<file path="config.mk">
export PLATFORM = sky130hd
export DESIGN_NAME = uart_rx
export DESIGN_NICKNAME = d
export VERILOG_FILES = /design/src/rtl/uart_pkg.sv /design/src/rtl/uart_rx_sync.sv /design/src/rtl/uart_rx.sv
export SDC_FILE = /design/constraint.sdc
export NUM_CORES = 1
export LEC_CHECK = 0
export BUFFER_PORTS_ARGS = -buffer_cell sky130_fd_sc_hd__buf_4
export CAP_MARGIN = 20
export CORE_MARGIN = 1
export CORE_UTILIZATION = 35
export CTS_CLUSTER_DIAMETER = 60
export DETAILED_ROUTE_END_ITERATION = 10
export GPL_TIMING_DRIVEN = 0
export PLACE_DENSITY_LB_ADDON = 0.3
export REMOVE_ABC_BUFFERS = 1
export SLEW_MARGIN = 30
export SYNTH_ARGS = -nofsm -noshare
export SYNTH_HDL_FRONTEND = slang
export SYNTH_SLANG_ARGS = --single-unit
</file>
<file path="constraint.sdc">
create_clock -name clk -period 5.5 [get_ports clk]
set_clock_uncertainty 0.2 [all_clocks]
set_input_delay 0 -clock clk [delete_from_list [all_inputs] [get_ports clk]]
set_output_delay 0 -clock clk [all_outputs]
set_load 0.01 [all_outputs]
</file>
<file path="src/rtl/uart_pkg.sv">
// Shared UART definitions used by the receiver and the link transmitter.
// Receiver state encoding plus sizing helpers for frame and counter widths.
package uart_pkg;

  typedef enum logic [1:0] {
    IDLE,
    START,
    DATA,
    STOP
  } uart_rx_state_t;

  // Number of packets that make up one parallel word.
  function automatic int num_words(input int w_out, input int bits_per_word);
    return w_out / bits_per_word;
  endfunction

  // Bit periods occupied by one packet on the line.
  function automatic int packet_bits(input int bits_per_word, input int stop_bits);
    return 1 + bits_per_word + stop_bits;
  endfunction

  // Counter width able to index n values, never narrower than one bit.
  function automatic int ctr_w(input int n);
    return (n > 1) ? $clog2(n) : 1;
  endfunction

endpackage

</file>
<file path="src/rtl/uart_rx_sync.sv">
// Two-flop synchroniser for an asynchronous single-bit input.
// RST_VAL sets the value both flops take during reset.
module uart_rx_sync #(
  parameter logic RST_VAL = 1'b1
) (
  input  logic clk,
  input  logic rstn,
  input  logic d,
  output logic q
);

  logic sync_p0;
  logic sync_p1;

  // Double-register the async input to settle metastability.
  always_ff @(posedge clk or negedge rstn) begin
    if (!rstn) begin
      sync_p0 <= RST_VAL;
      sync_p1 <= RST_VAL;
    end else begin
      sync_p0 <= d;
      sync_p1 <= sync_p0;
    end
  end

  assign q = sync_p1;

endmodule

</file>
<file path="src/rtl/uart_rx.sv">
// UART receiver: gathers NUM_WORDS packets (word 0 first) into one wide word
// presented on a valid/ready port. A new frame arriving while the previous one
// is still unconsumed is dropped and flagged on m_error.
// Optional: define UART_RX_FRAME_CHECK_EN to discard the partial frame and
// flag m_error when a stop bit samples low.
module uart_rx
  import uart_pkg::*;
#(
  parameter  int CLOCKS_PER_PULSE = 4,
  parameter  int BITS_PER_WORD    = 8,
  parameter  int W_OUT            = 24,
  localparam int NUM_WORDS        = num_words(W_OUT, BITS_PER_WORD)
) (
  input  logic                                      clk,
  input  logic                                      rstn,
  input  logic                                      rx,
  output logic [NUM_WORDS-1:0][BITS_PER_WORD-1:0]   m_data,
  output logic                                      m_valid,
  input  logic                                      m_ready,
  output logic                                      m_error
);

  localparam int CW = $clog2(CLOCKS_PER_PULSE);
  localparam int BW = $clog2(BITS_PER_WORD + 1);
  localparam int WW = ctr_w(NUM_WORDS);

  localparam logic [CW-1:0] HALF_LAST = CW'(CLOCKS_PER_PULSE / 2 - 1);
  localparam logic [CW-1:0] FULL_LAST = CW'(CLOCKS_PER_PULSE - 1);
  localparam logic [BW-1:0] BITS_LAST = BW'(BITS_PER_WORD - 1);
  localparam logic [WW-1:0] WORD_LAST = WW'(NUM_WORDS - 1);

  uart_rx_state_t state, state_n;

  logic                                    rx_s;
  logic                                    stop_ok;
  logic [CW-1:0]                           c_clocks;
  logic [BW-1:0]                           c_bits;
  logic [WW-1:0]                           c_words;
  logic [BITS_PER_WORD-1:0]                shift;
  logic [NUM_WORDS-1:0][BITS_PER_WORD-1:0] word_buf;
  logic [NUM_WORDS-1:0][BITS_PER_WORD-1:0] frame;
  logic                                    tick_half, tick_full;
  logic                                    clr_clocks, shift_en, word_done, frame_err;
  logic                                    frame_done;

  uart_rx_sync #(.RST_VAL(1'b1)) u_sync (
    .clk  (clk),
    .rstn (rstn),
    .d    (rx),
    .q    (rx_s)
  );

`ifdef UART_RX_FRAME_CHECK_EN
  assign stop_ok = rx_s;
`else
  assign stop_ok = 1'b1;
`endif

  // State register.
  always_ff @(posedge clk or negedge rstn) begin
    if (!rstn) state <= IDLE;
    else       state <= state_n;
  end

  // Next-state decode and per-cycle strobes for the counters and datapath.
  always_comb begin
    state_n    = state;
    tick_half  = (c_clocks == HALF_LAST);
    tick_full  = (c_clocks == FULL_LAST);
    clr_clocks = 1'b0;
    shift_en   = 1'b0;
    word_done  = 1'b0;
    frame_err  = 1'b0;
    unique case (state)
      IDLE: begin
        if (!rx_s) begin
          state_n    = START;
          clr_clocks = 1'b1;
        end
      end
      START: begin
        if (tick_half) begin
          clr_clocks = 1'b1;
          state_n    = rx_s ? IDLE : DATA;
        end
      end
      DATA: begin
        if (tick_full) begin
          clr_clocks = 1'b1;
          shift_en   = 1'b1;
          if (c_bits == BITS_LAST) state_n = STOP;
        end
      end
      STOP: begin
        if (tick_full) begin
          clr_clocks = 1'b1;
          state_n    = IDLE;
          if (stop_ok) word_done = 1'b1;
          else         frame_err = 1'b1;
        end
      end
      default: state_n = IDLE;
    endcase
  end

  assign frame_done = word_done && (c_words == WORD_LAST);

  // Completed frame: buffered earlier words plus the word just shifted in.
  always_comb begin
    frame              = word_buf;
    frame[NUM_WORDS-1] = shift;
  end

  // Bit-timing, bit and word counters with the receive shift register.
  always_ff @(posedge clk or negedge rstn) begin
    if (!rstn) begin
      c_clocks <= '0;
      c_bits   <= '0;
      c_words  <= '0;
      shift    <= '0;
      word_buf <= '0;
    end else begin
      if (clr_clocks)          c_clocks <= '0;
      else if (state != IDLE)  c_clocks <= c_clocks + 1'b1;

      if (shift_en) begin
        shift  <= BITS_PER_WORD'({rx_s, shift} >> 1);
        c_bits <= (c_bits == BITS_LAST) ? '0 : c_bits + 1'b1;
      end

      if (word_done) begin
        word_buf[c_words] <= shift;
        c_words           <= (c_words == WORD_LAST) ? '0 : c_words + 1'b1;
      end else if (frame_err) begin
        c_words <= '0;
      end
    end
  end

  // Output port: load on a free or draining slot, otherwise drop and flag.
  always_ff @(posedge clk or negedge rstn) begin
    if (!rstn) begin
      m_data  <= '0;
      m_valid <= 1'b0;
      m_error <= 1'b0;
    end else begin
      m_error <= frame_err;
      if (frame_done && (!m_valid || m_ready)) begin
        m_data  <= frame;
        m_valid <= 1'b1;
      end else begin
        if (frame_done)          m_error <= 1'b1;
        if (m_valid && m_ready)  m_valid <= 1'b0;
      end
    end
  end

endmodule

</file>
==> results of run 1 <==
[worst paths after layout]
kind                                start             end  slack (ns)  depth (start not counted)
min reg2reg                u_sync.sync_p0        u_sync.q        0.16                          0
min                                  rstn       m_data[9]         0.1                          2
max reg2reg                   c_clocks[0]      m_data[10]        3.08                          5
min in group clk                       rx  u_sync.sync_p0        0.12                          2
max in group asynchronous            rstn      m_data[22]        4.50                          2
max                           c_clocks[0]      m_data[10]        3.08                          5
[worst register-to-register path, stage by stage (launching register included)]
cell	delay, ns
sky130_fd_sc_hd__dfrtp_1	0.44
sky130_fd_sc_hd__ha_1	0.28
sky130_fd_sc_hd__nand3_4	0.15
sky130_fd_sc_hd__nor4b_4	0.57
sky130_fd_sc_hd__buf_4	0.31
sky130_fd_sc_hd__mux2_2	0.36
[flip-flops by register name, summed over array words and instances, names as in the netlist, named ones only]
| name | cells |
|---|---|
| frame | 16 |
| m_valid | 1 |
| u_sync.q | 1 |
| m_data | 24 |
| u_sync.sync_p0 | 1 |
| c_words | 2 |
| shift | 8 |
| c_bits | 4 |
| state | 1 |
| c_clocks | 2 |
| m_error | 1 |
[cells by family after synthesis]
kind of cell | Yosys count | share of synthesized area
AOI/OAI and AO/OA | 10 | 0.0292
xor gates and xnor gates | 1 | 0.00352
adders and majority gates | 4 | 0.0201
buffers and inverters | 10 | 0.0261
DFF | 62 | 0.624
muxes | 40 | 0.181
and+or+nand+nor | 54 | 0.116
[cells in the mapped netlist, types with 2 or more instances]
cell	count
sky130_fd_sc_hd__dfrtp_1	60
sky130_fd_sc_hd__or3_1	2
sky130_fd_sc_hd__dfstp_2	2
sky130_fd_sc_hd__nand2_1	37
sky130_fd_sc_hd__mux2_2	39
sky130_fd_sc_hd__inv_1	3
sky130_fd_sc_hd__ha_1	4
sky130_fd_sc_hd__clkbuf_1	2
sky130_fd_sc_hd__nor2_1	2
sky130_fd_sc_hd__nand2b_1	3
sky130_fd_sc_hd__buf_6	3
sky130_fd_sc_hd__o21a_1	2
sky130_fd_sc_hd__nand3b_1	2
sky130_fd_sc_hd__o21ai_0	2
[cell type report]
| cell class | count | share of cell area |
|---|---|---|
| repair buffers | 34 | 0.0879 |
| clock inverters | 5 | 0.0190 |
| multi-input cells | 109 | 0.287 |
| flip-flops and latches | 62 | 0.513 |
| clock buffers | 11 | 0.0500 |
| inverters | 3 | 0.00372 |
| well taps | 96 | 0.0396 |
[stage by stage]
stage,utilization,total power (uW),instance area (um^2)
after floorplan,-,710,2430
after global placement,0.406,765,2770
after detailed placement,0.409,773,2790
after CTS,0.444,1190,3030
after global routing,0.444,1240,3030
final,0.444,1170,3030
[metal layers]
layer  track usage  vias up  wire length [um]
met2         0.188       22              1850
met4        0.0500        0                74
met3        0.0514        6               123
met5             0        -                 0
met1         0.160      727              2010
li1              -      697                 -
[power groups by stage]
| stage | Combinational [uW] | Clock, uW | Sequential (uW) |
|---|---|---|---|
| 6_report | 175 | 409 | 588 |
| 5_1_grt | 203 | 438 | 601 |
| 4_1_cts | 179 | 421 | 588 |
| 3_5_place_dp | 177 | 0 | 596 |
| 3_3_place_gp | 171 | 0 | 595 |
| 2_1_floorplan | 128 | 0 | 582 |
==> flow_summary.ini, run 1 <==
[clocking]
tritoncts = yes
clk_transition_reported_paths_ns = 0.07
ctsResizeCount = 0
clk_latency_ns = 0.33
number_of_buffers_between_clock_root_and_the_deepest_sink = 2
htree_num_levels = 3
root_buffer = sky130_fd_sc_hd__clkbuf_8
cts.hold.buffers_added = 3
cts_post_setup_buffers_inserted = 0
numClockSinks = 62
tritoncts.num_buffers = 9

[layout]
finish.net_count = 227
multi_input_comb_area_um2 = 870
finish.cell_count_without_fillers = 320
antenna-diode-count = 0
nFillCells = 636
ff_latch_area_um2 = 1550
layout-drive-gt1-share = 0.406
areaGrowthSynthToFinish_pct = 21.8
final_cell_mix = sky130_fd_sc_hd__dfrtp_1 (60), sky130_fd_sc_hd__mux2_2 (39), sky130_fd_sc_hd__nand2_1 (37), sky130_fd_sc_hd__buf_4 (30), sky130_fd_sc_hd__clkbuf_8 (11)
final_common_cell = sky130_fd_sc_hd__dfrtp_1

[die]
floorplan.die.width_um = 86.3
die-height_um = 86.3
site_row_count = 30
dieArea_um2 = 7450
num_io_pins = 30
start_util = 0.364
core_region_area_um2 = 6830

[synth]
post_synth_main_area_contributors = sky130_fd_sc_hd__dfrtp_1 (60%), sky130_fd_sc_hd__mux2_2 (18%), sky130_fd_sc_hd__nand2_1 (5.6%)
yosys_most_used_dff = sky130_fd_sc_hd__dfrtp_1
synth_seq_cells = 62
post-synth-top-area-fraction = 0.603
postSynthAreaPerCell_um2 = 13.7
synth_area_leader_cell = sky130_fd_sc_hd__dfrtp_1
synth.yosys.warnings = 0
asyncSetResetFlopFracSynth = 1.00
yosysSeqAreaShare = 0.624
post_synthesis_cell_area_um2 = 2490
yosys.cell_types.count = 32
netlist_instances = 181
synth_enable_flop_cells = 0

[status]
run_status = finished, final reports clean

[routing]
drt-vias-per-instance = 4.54
drcViolationCount = 0
drt-wirelength-per-cell_um = 12.7
vias = 1452
detail_route.wirelength_um = 4060
pre_repair_dr_iteration_count = 4
antenna_violating_nets_post_route = 0
drtIter0Drc = 58

[sta]
whs_ns = 0.0960
setup_violations = 0
rsz0062_at_grt = false
relSlewSlack = 0.487
post_route_clock_period_utilization = 0.441
max_slew.worst_pin.slew_ns = 0.770
fin_tns_setup_ns = 0
period_minus_slack_ns = 2.42
fmax_ghz = 0.413
slew_violations = 0
hold_viol_final = 0
postLayoutSetupSlackWorst_ns = 3.08

[global_routing]
grt_start_max_net_pins = 63
first_pass_grt_wire_length_um = 6910
grt_usage = 0.125
grt_residual_overflow = 0
via_count_of_the_first_global_routing_pass = 1438
initial_antenna_violation_count = 0

[placed_design]
detailed_place_hpwl_um = 2620
io_buffer_count = 29
preCtsSetupSlack_ns = 3.04
routability_cong = 0.664
place_inst = 301

[critical_path]
cp_cell_sequence = ha_1 -> nand3_4 -> nor4b_4 -> buf_4 -> mux2_2
startpoint_type = register
crit_slowest_cell = sky130_fd_sc_hd__nor4b_4
cp.buffers_inverters = 1
worst_path_top_cell_family_by_delay = simple AND/OR/NAND/NOR gates
crit_fanout = 11
critical_path_class = reg -> reg
crit_path_max_incr_delay_ns = 0.57
crit_path_dat_ns = 2.44
cp-end-kind = register
timing.critical_path.required_ns = 5.52

[power]
static-leakage-power_uw = 0.00155
internal_power_uw = 840
power.share.switching = 0.283
p_per_area_nw_per_um2 = 387
proportion_of_power_drawn_by_combinational_gates = 0.149
pwr-share-seq = 0.502
power.share.clock = 0.349
p_switching_uw = 331
vdd_ir_drop_max_uv = 187

[min_path]
classification_of_the_worst_slack_hold_path = in -> async

[run]
max_cap_viol_count = 0
Note: power is estimated with default switching activity, not from simulation.
==> run 2, diff against run 1 <==
==> constraint.sdc (replaced) <==
create_clock -name clk -period 2.44 [get_ports clk]
set_clock_uncertainty 0.2 [all_clocks]
set_input_delay 0 -clock clk [delete_from_list [all_inputs] [get_ports clk]]
set_output_delay 0 -clock clk [all_outputs]
set_load 0.01 [all_outputs]
==> run 2 against run 1 <==
  * Global-route usage up 0.19 points
  * Sequential power increased by 130%
  * Largest power group unchanged
  * Register-to-register slack got worse by 2.8 ns
  * Critical path type unchanged
  * Clock power up 130%
==> flow_summary.ini, run 2 (synthesis results as in run 1) <==
[status]
run_status = finished, final reports clean

[run]
max_cap_viol_count = 0

[routing]
vias = 1463
drt-wirelength-per-cell_um = 12.8
pre_repair_dr_iteration_count = 4
antenna_violating_nets_post_route = 0
drcViolationCount = 0
detail_route.wirelength_um = 4130
drt-vias-per-instance = 4.54
drtIter0Drc = 59

[clocking]
root_buffer = sky130_fd_sc_hd__clkbuf_8
clk_latency_ns = 0.33
clk_transition_reported_paths_ns = 0.07
htree_num_levels = 3
numClockSinks = 62
number_of_buffers_between_clock_root_and_the_deepest_sink = 2
tritoncts.num_buffers = 9
ctsResizeCount = 0
tritoncts = yes

[die]
site_row_count = 30
core_region_area_um2 = 6830
num_io_pins = 30
floorplan.die.width_um = 86.3
dieArea_um2 = 7450
start_util = 0.364
die-height_um = 86.3

[critical_path]
rrSetupSlack_ns = 0.29
crit_fanout = 7
timing.critical_path.required_ns = 2.46
crit_path_max_incr_delay_ns = 0.44
worst_path_top_cell_family_by_delay = simple AND/OR/NAND/NOR gates
crit_path_dat_ns = 2.17
critical_path_class = reg -> reg
crit_slowest_cell = sky130_fd_sc_hd__dfrtp_1
cp_cell_sequence = ha_1 -> nand3_4 -> nor4b_4 -> buf_4 -> buf_6 -> mux2_2
cp.buffers_inverters = 2
cp-end-kind = register
startpoint_type = register

[min_path]
classification_of_the_worst_slack_hold_path = in -> async

[placed_design]
detailed_place_hpwl_um = 2620
routability_cong = 0.664
io_buffer_count = 29
placed_cell_area_um2 = 2790

[sta]
max_slew.worst_pin.slew_ns = 0.767
period_minus_slack_ns = 2.15
relSlewSlack = 0.488
slew_violations = 0
rsz0062_at_grt = false
fmax_ghz = 0.465
setup_violations = 0
post_route_clock_period_utilization = 0.882
hold_viol_final = 0

[global_routing]
grt_use_met1 = 0.164
grt_usage = 0.127
grt_start_max_net_pins = 63
grt_residual_overflow = 0
gr-usage-met2 = 0.190
initial_antenna_violation_count = 0
globalRouteMet3Util = 0.0514
grt-busiest-layer = met2
via_count_of_the_first_global_routing_pass = 1451
first_pass_grt_wire_length_um = 7020

[layout]
multi_input_comb_area_um2 = 870
areaGrowthSynthToFinish_pct = 22.9
finish.net_count = 229
largest_register = m_data
ff_latch_area_um2 = 1550
antenna-diode-count = 0
layout-drive-gt1-share = 0.412
largest_register_ff_count = 24
nFillCells = 636
final_cell_mix = sky130_fd_sc_hd__dfrtp_1 (60), sky130_fd_sc_hd__mux2_2 (39), sky130_fd_sc_hd__nand2_1 (37), sky130_fd_sc_hd__buf_4 (31), sky130_fd_sc_hd__clkbuf_8 (11)
final_common_cell = sky130_fd_sc_hd__dfrtp_1
non_filler_cell_area_final_um2 = 3060

[power]
power_uw = 2650
static-leakage-power_uw = 0.00157
vdd_ir_drop_max_uv = 422
p_per_area_nw_per_um2 = 866
==> run 2: timing repair <==
action                                 CTS  global route
setup endpoints to repair               11             0
hold buffers                             3             0
endpoints found under the hold margin   65             0
setup buffers                            2             0
==> run 2: path summary, 6_finish.rpt <==
check / cells after the start / end / from
max: 6 / m_data[4] / c_clocks[0]
min: 2 / m_data[9] / rstn
max reg2reg: 6 / m_data[4] / c_clocks[0]
min reg2reg: 0 / u_sync.q / u_sync.sync_p0
max in group asynchronous: 2 / m_data[22] / rstn
min in group clk: 2 / u_sync.sync_p0 / rx
==> run 2: layer usage <==
layer,vias to the layer above,wire length [um]
met5,-,0
met1,736,2060
met2,22,1880
met4,0,74
met3,6,123
li1,699,-
==> run 2: cell type report <==
type	instances	share of cell area
Clock buffer	11	0.0495
Clock inverter	5	0.0188
Inverter	3	0.00368
Multi-Input combinational cell	109	0.284
Sequential cell	62	0.508
Tap cell	96	0.0393
Timing Repair Buffer	36	0.0962
==> run 2: stage by stage <==
stage / std cells / worst slack [ns] / util / hold WS [ns] / setup TNS [ns]
3_5_place_dp: 301 / -0.0150 / 0.409 / -0.0830 / -0.0204
3_3_place_gp: 299 / -0.510 / 0.406 / -0.0813 / -12.11
4_1_cts: 322 / 0.285 / 0.448 / 0.111 / 0
6_report: 322 / 0.288 / 0.448 / 0.0941 / 0
5_1_grt: 322 / 0.179 / 0.448 / 0.117 / 0
2_1_floorplan: 174 / 0.0173 / - / -0.496 / 0
==> run 2: report_power, final <==
part / internal (uW) / leakage (uW) / total [uW] / switching, uW
sequential: 1170 / 0.000842 / 1330 / 162
combinational: 207 / 0.000626 / 398 / 191
clock: 525 / 0.0000976 / 922 / 397
==> run 3, diff against run 2 <==
--- a/config.mk
+++ b/config.mk
@@ -17,4 +17,5 @@
 export SLEW_MARGIN = 30
 export SYNTH_ARGS = -nofsm -noshare
 export SYNTH_HDL_FRONTEND = slang
+export SYNTH_HIERARCHICAL = 1
 export SYNTH_SLANG_ARGS = --single-unit
==> run 3 against run 2 <==
  * Register-to-register slack barely moved
  * Sequential share of layout area did not move
  * Combinational power fell by 7.0%
  * Wire length fell by 2.1%
  * Utilization rose by 0.25 points
  * Sequential cell count did not move
  * Critical path depth did not move
  * First-iteration DRC count fell by 3.4%
  * Hold slack improved by 0.0060 ns
  * Critical endpoint is now m_data[20]
  * Largest power group unchanged
==> flow_summary.ini, run 3 <==
[global_routing]
grt_residual_overflow = 0
initial_antenna_violation_count = 0
grt_usage = 0.123
grt_start_max_net_pins = 63
via_count_of_the_first_global_routing_pass = 1407
first_pass_grt_wire_length_um = 6850

[routing]
drcViolationCount = 0
drt-wirelength-per-cell_um = 12.6
pre_repair_dr_iteration_count = 4
vias = 1429
drtIter0Drc = 57
antenna_violating_nets_post_route = 0
detail_route.wirelength_um = 4050
drt-vias-per-instance = 4.45

[die]
dieArea_um2 = 7400
floorplan.die.width_um = 86.0
num_io_pins = 30
core_region_area_um2 = 6790
site_row_count = 30
start_util = 0.364
die-height_um = 86.0

[critical_path]
critical_path_class = reg -> reg
rrSetupSlack_ns = 0.28
timing.critical_path.required_ns = 2.46
cp-end-kind = register
startpoint_type = register
regToRegStartpoint = c_clocks[0]
crit_path_dat_ns = 2.18
rr_worst_depth = 6
crit_fanout = 7
worstReg2RegEnd = m_data[20]

[synth]
yosysMostFrequentCell = sky130_fd_sc_hd__dfrtp_1
yosys_most_used_dff = sky130_fd_sc_hd__dfrtp_1
postSynthAreaPerCell_um2 = 13.7
yosys.cell_types.count = 28
post_synth_main_area_contributors = sky130_fd_sc_hd__dfrtp_1 (61%), sky130_fd_sc_hd__mux2_2 (18%), sky130_fd_sc_hd__nand2_1 (5.6%)
synth_area_leader_cell = sky130_fd_sc_hd__dfrtp_1
yosysSeqAreaShare = 0.629
netlist_instances = 181
asyncSetResetFlopFracSynth = 1.00
post-synth-top-area-fraction = 0.607
post_synthesis_cell_area_um2 = 2470
synth.yosys.warnings = 6
synth_enable_flop_cells = 0
synth_seq_cells = 62
synth_common_cells = sky130_fd_sc_hd__dfrtp_1 (60), sky130_fd_sc_hd__mux2_2 (40), sky130_fd_sc_hd__nand2_1 (37)

[clocking]
numClockSinks = 62
clk_latency_ns = 0.33
tritoncts.num_buffers = 9
root_buffer = sky130_fd_sc_hd__clkbuf_8
htree_num_levels = 3
number_of_buffers_between_clock_root_and_the_deepest_sink = 2
tritoncts = yes
clk_transition_reported_paths_ns = 0.07

[sta]
setup_violations = 0
period_minus_slack_ns = 2.16
post_route_clock_period_utilization = 0.883
hold_viol_final = 0
max_slew.worst_pin.slew_ns = 0.779
slew_violations = 0
fmax_ghz = 0.464
relSlewSlack = 0.480
whs_ns = 0.100
rsz0062_at_grt = false

[placed_design]
placed_cell_area_um2 = 2780
detailed_place_hpwl_um = 2570
routability_cong = 0.734
place_inst = 301
io_buffer_count = 29

[layout]
non_filler_cell_area_final_um2 = 3060
ff_latch_area_um2 = 1550
finish.net_count = 229
largest_register = m_data
antenna-diode-count = 0
areaGrowthSynthToFinish_pct = 23.7
layout-drive-gt1-share = 0.413
largest_register_ff_count = 24
finalCoreUtilization = 0.450
nFillCells = 641
finish.cell_count_without_fillers = 321
final_cell_mix = sky130_fd_sc_hd__dfrtp_1 (60), sky130_fd_sc_hd__mux2_2 (40), sky130_fd_sc_hd__nand2_1 (37), sky130_fd_sc_hd__buf_4 (31), sky130_fd_sc_hd__clkbuf_8 (11)
multi_input_comb_area_um2 = 857
final_common_cell = sky130_fd_sc_hd__dfrtp_1

[min_path]
classification_of_the_worst_slack_hold_path = in -> async

[power]
static-leakage-power_uw = 0.00158
vdd_ir_drop_max_uv = 496
p_per_area_nw_per_um2 = 882

[status]
run_status = finished, final reports clean

[run]
max_cap_viol_count = 0
==> run 3: area by class of cell <==
cell class	count	share of cell area
repair buffers	36	0.0962
inverters	3	0.00368
clock inverters	4	0.0229
well taps	96	0.0393
flip-flops and latches	62	0.508
clock buffers	11	0.0495
multi-input cells	109	0.280
==> run 3: metrics by stage <==
stage	setup slack, ns	setup TNS, ns	total power [uW]
floorplan	0.0532	0	1580
global placement	-0.477	-11.36	1710
detailed placement	-0.0575	-0.575	1730
CTS	0.259	0	2740
global route	0.110	0	2850
finish	0.285	0	2700
==> run 3: worst max path at each step <==
stage | slack (ns) | from | end | cells after the start
2_1_floorplan | 0.05 | c_clocks[0] | m_data[0] | 4
3_3_place_gp | -0.48 | c_clocks[0] | m_data[20] | 4
6_report | 0.28 | c_clocks[0] | m_data[20] | 6
5_1_grt | 0.11 | c_clocks[0] | m_data[20] | 6
3_5_place_dp | -0.06 | c_clocks[0] | m_data[16] | 5
4_1_cts | 0.26 | c_clocks[0] | m_data[11] | 6
==> run 3: timing repair <==
| action | in CTS | in global routing |
|---|---|---|
| setup endpoints to repair | 11 | 0 |
| resized for setup | 0 | 0 |
| hold endpoints to repair | 65 | 0 |
| buffers inserted | 2 | 0 |
| hold buffers | 3 | 0 |
==> run 3: routing by layer <==
metal	GRT usage	up-vias	routed length, um
li1	-	696	-
met1	0.162	702	1990
met2	0.184	25	1820
met3	0.0577	6	183
met4	0.0318	0	53
met5	0	-	0
==> run 3: power breakdown <==
| group | leakage (uW) | switching [uW] | internal, uW |
|---|---|---|---|
| registers | 0.000842 | 161 | 1170 |
| logic | 0.000620 | 181 | 189 |
| clock network | 0.000115 | 371 | 621 |
==> run 3: worst max-delay path, cell delays in order (launching register included) <==
cell and delay [ns]:
sky130_fd_sc_hd__dfrtp_1 0.42, sky130_fd_sc_hd__ha_1 0.27, sky130_fd_sc_hd__nand3_4 0.15, sky130_fd_sc_hd__nor4b_4 0.32, sky130_fd_sc_hd__buf_4 0.20, sky130_fd_sc_hd__buf_6 0.13
sky130_fd_sc_hd__mux2_2 0.33
==> run 3: logic make-up (layout without fill, tap and decap cells) <==
kind of cell	count (synthesis)	in the layout	share of synthesized area
flops	62	62	0.629
simple gates	54	54	0.116
mux	41	41	0.186
buf+inv	10	54	0.0248
compound gates	9	9	0.0207
fa+ha+maj	4	4	0.0202
xor+xnor	1	1	0.00354
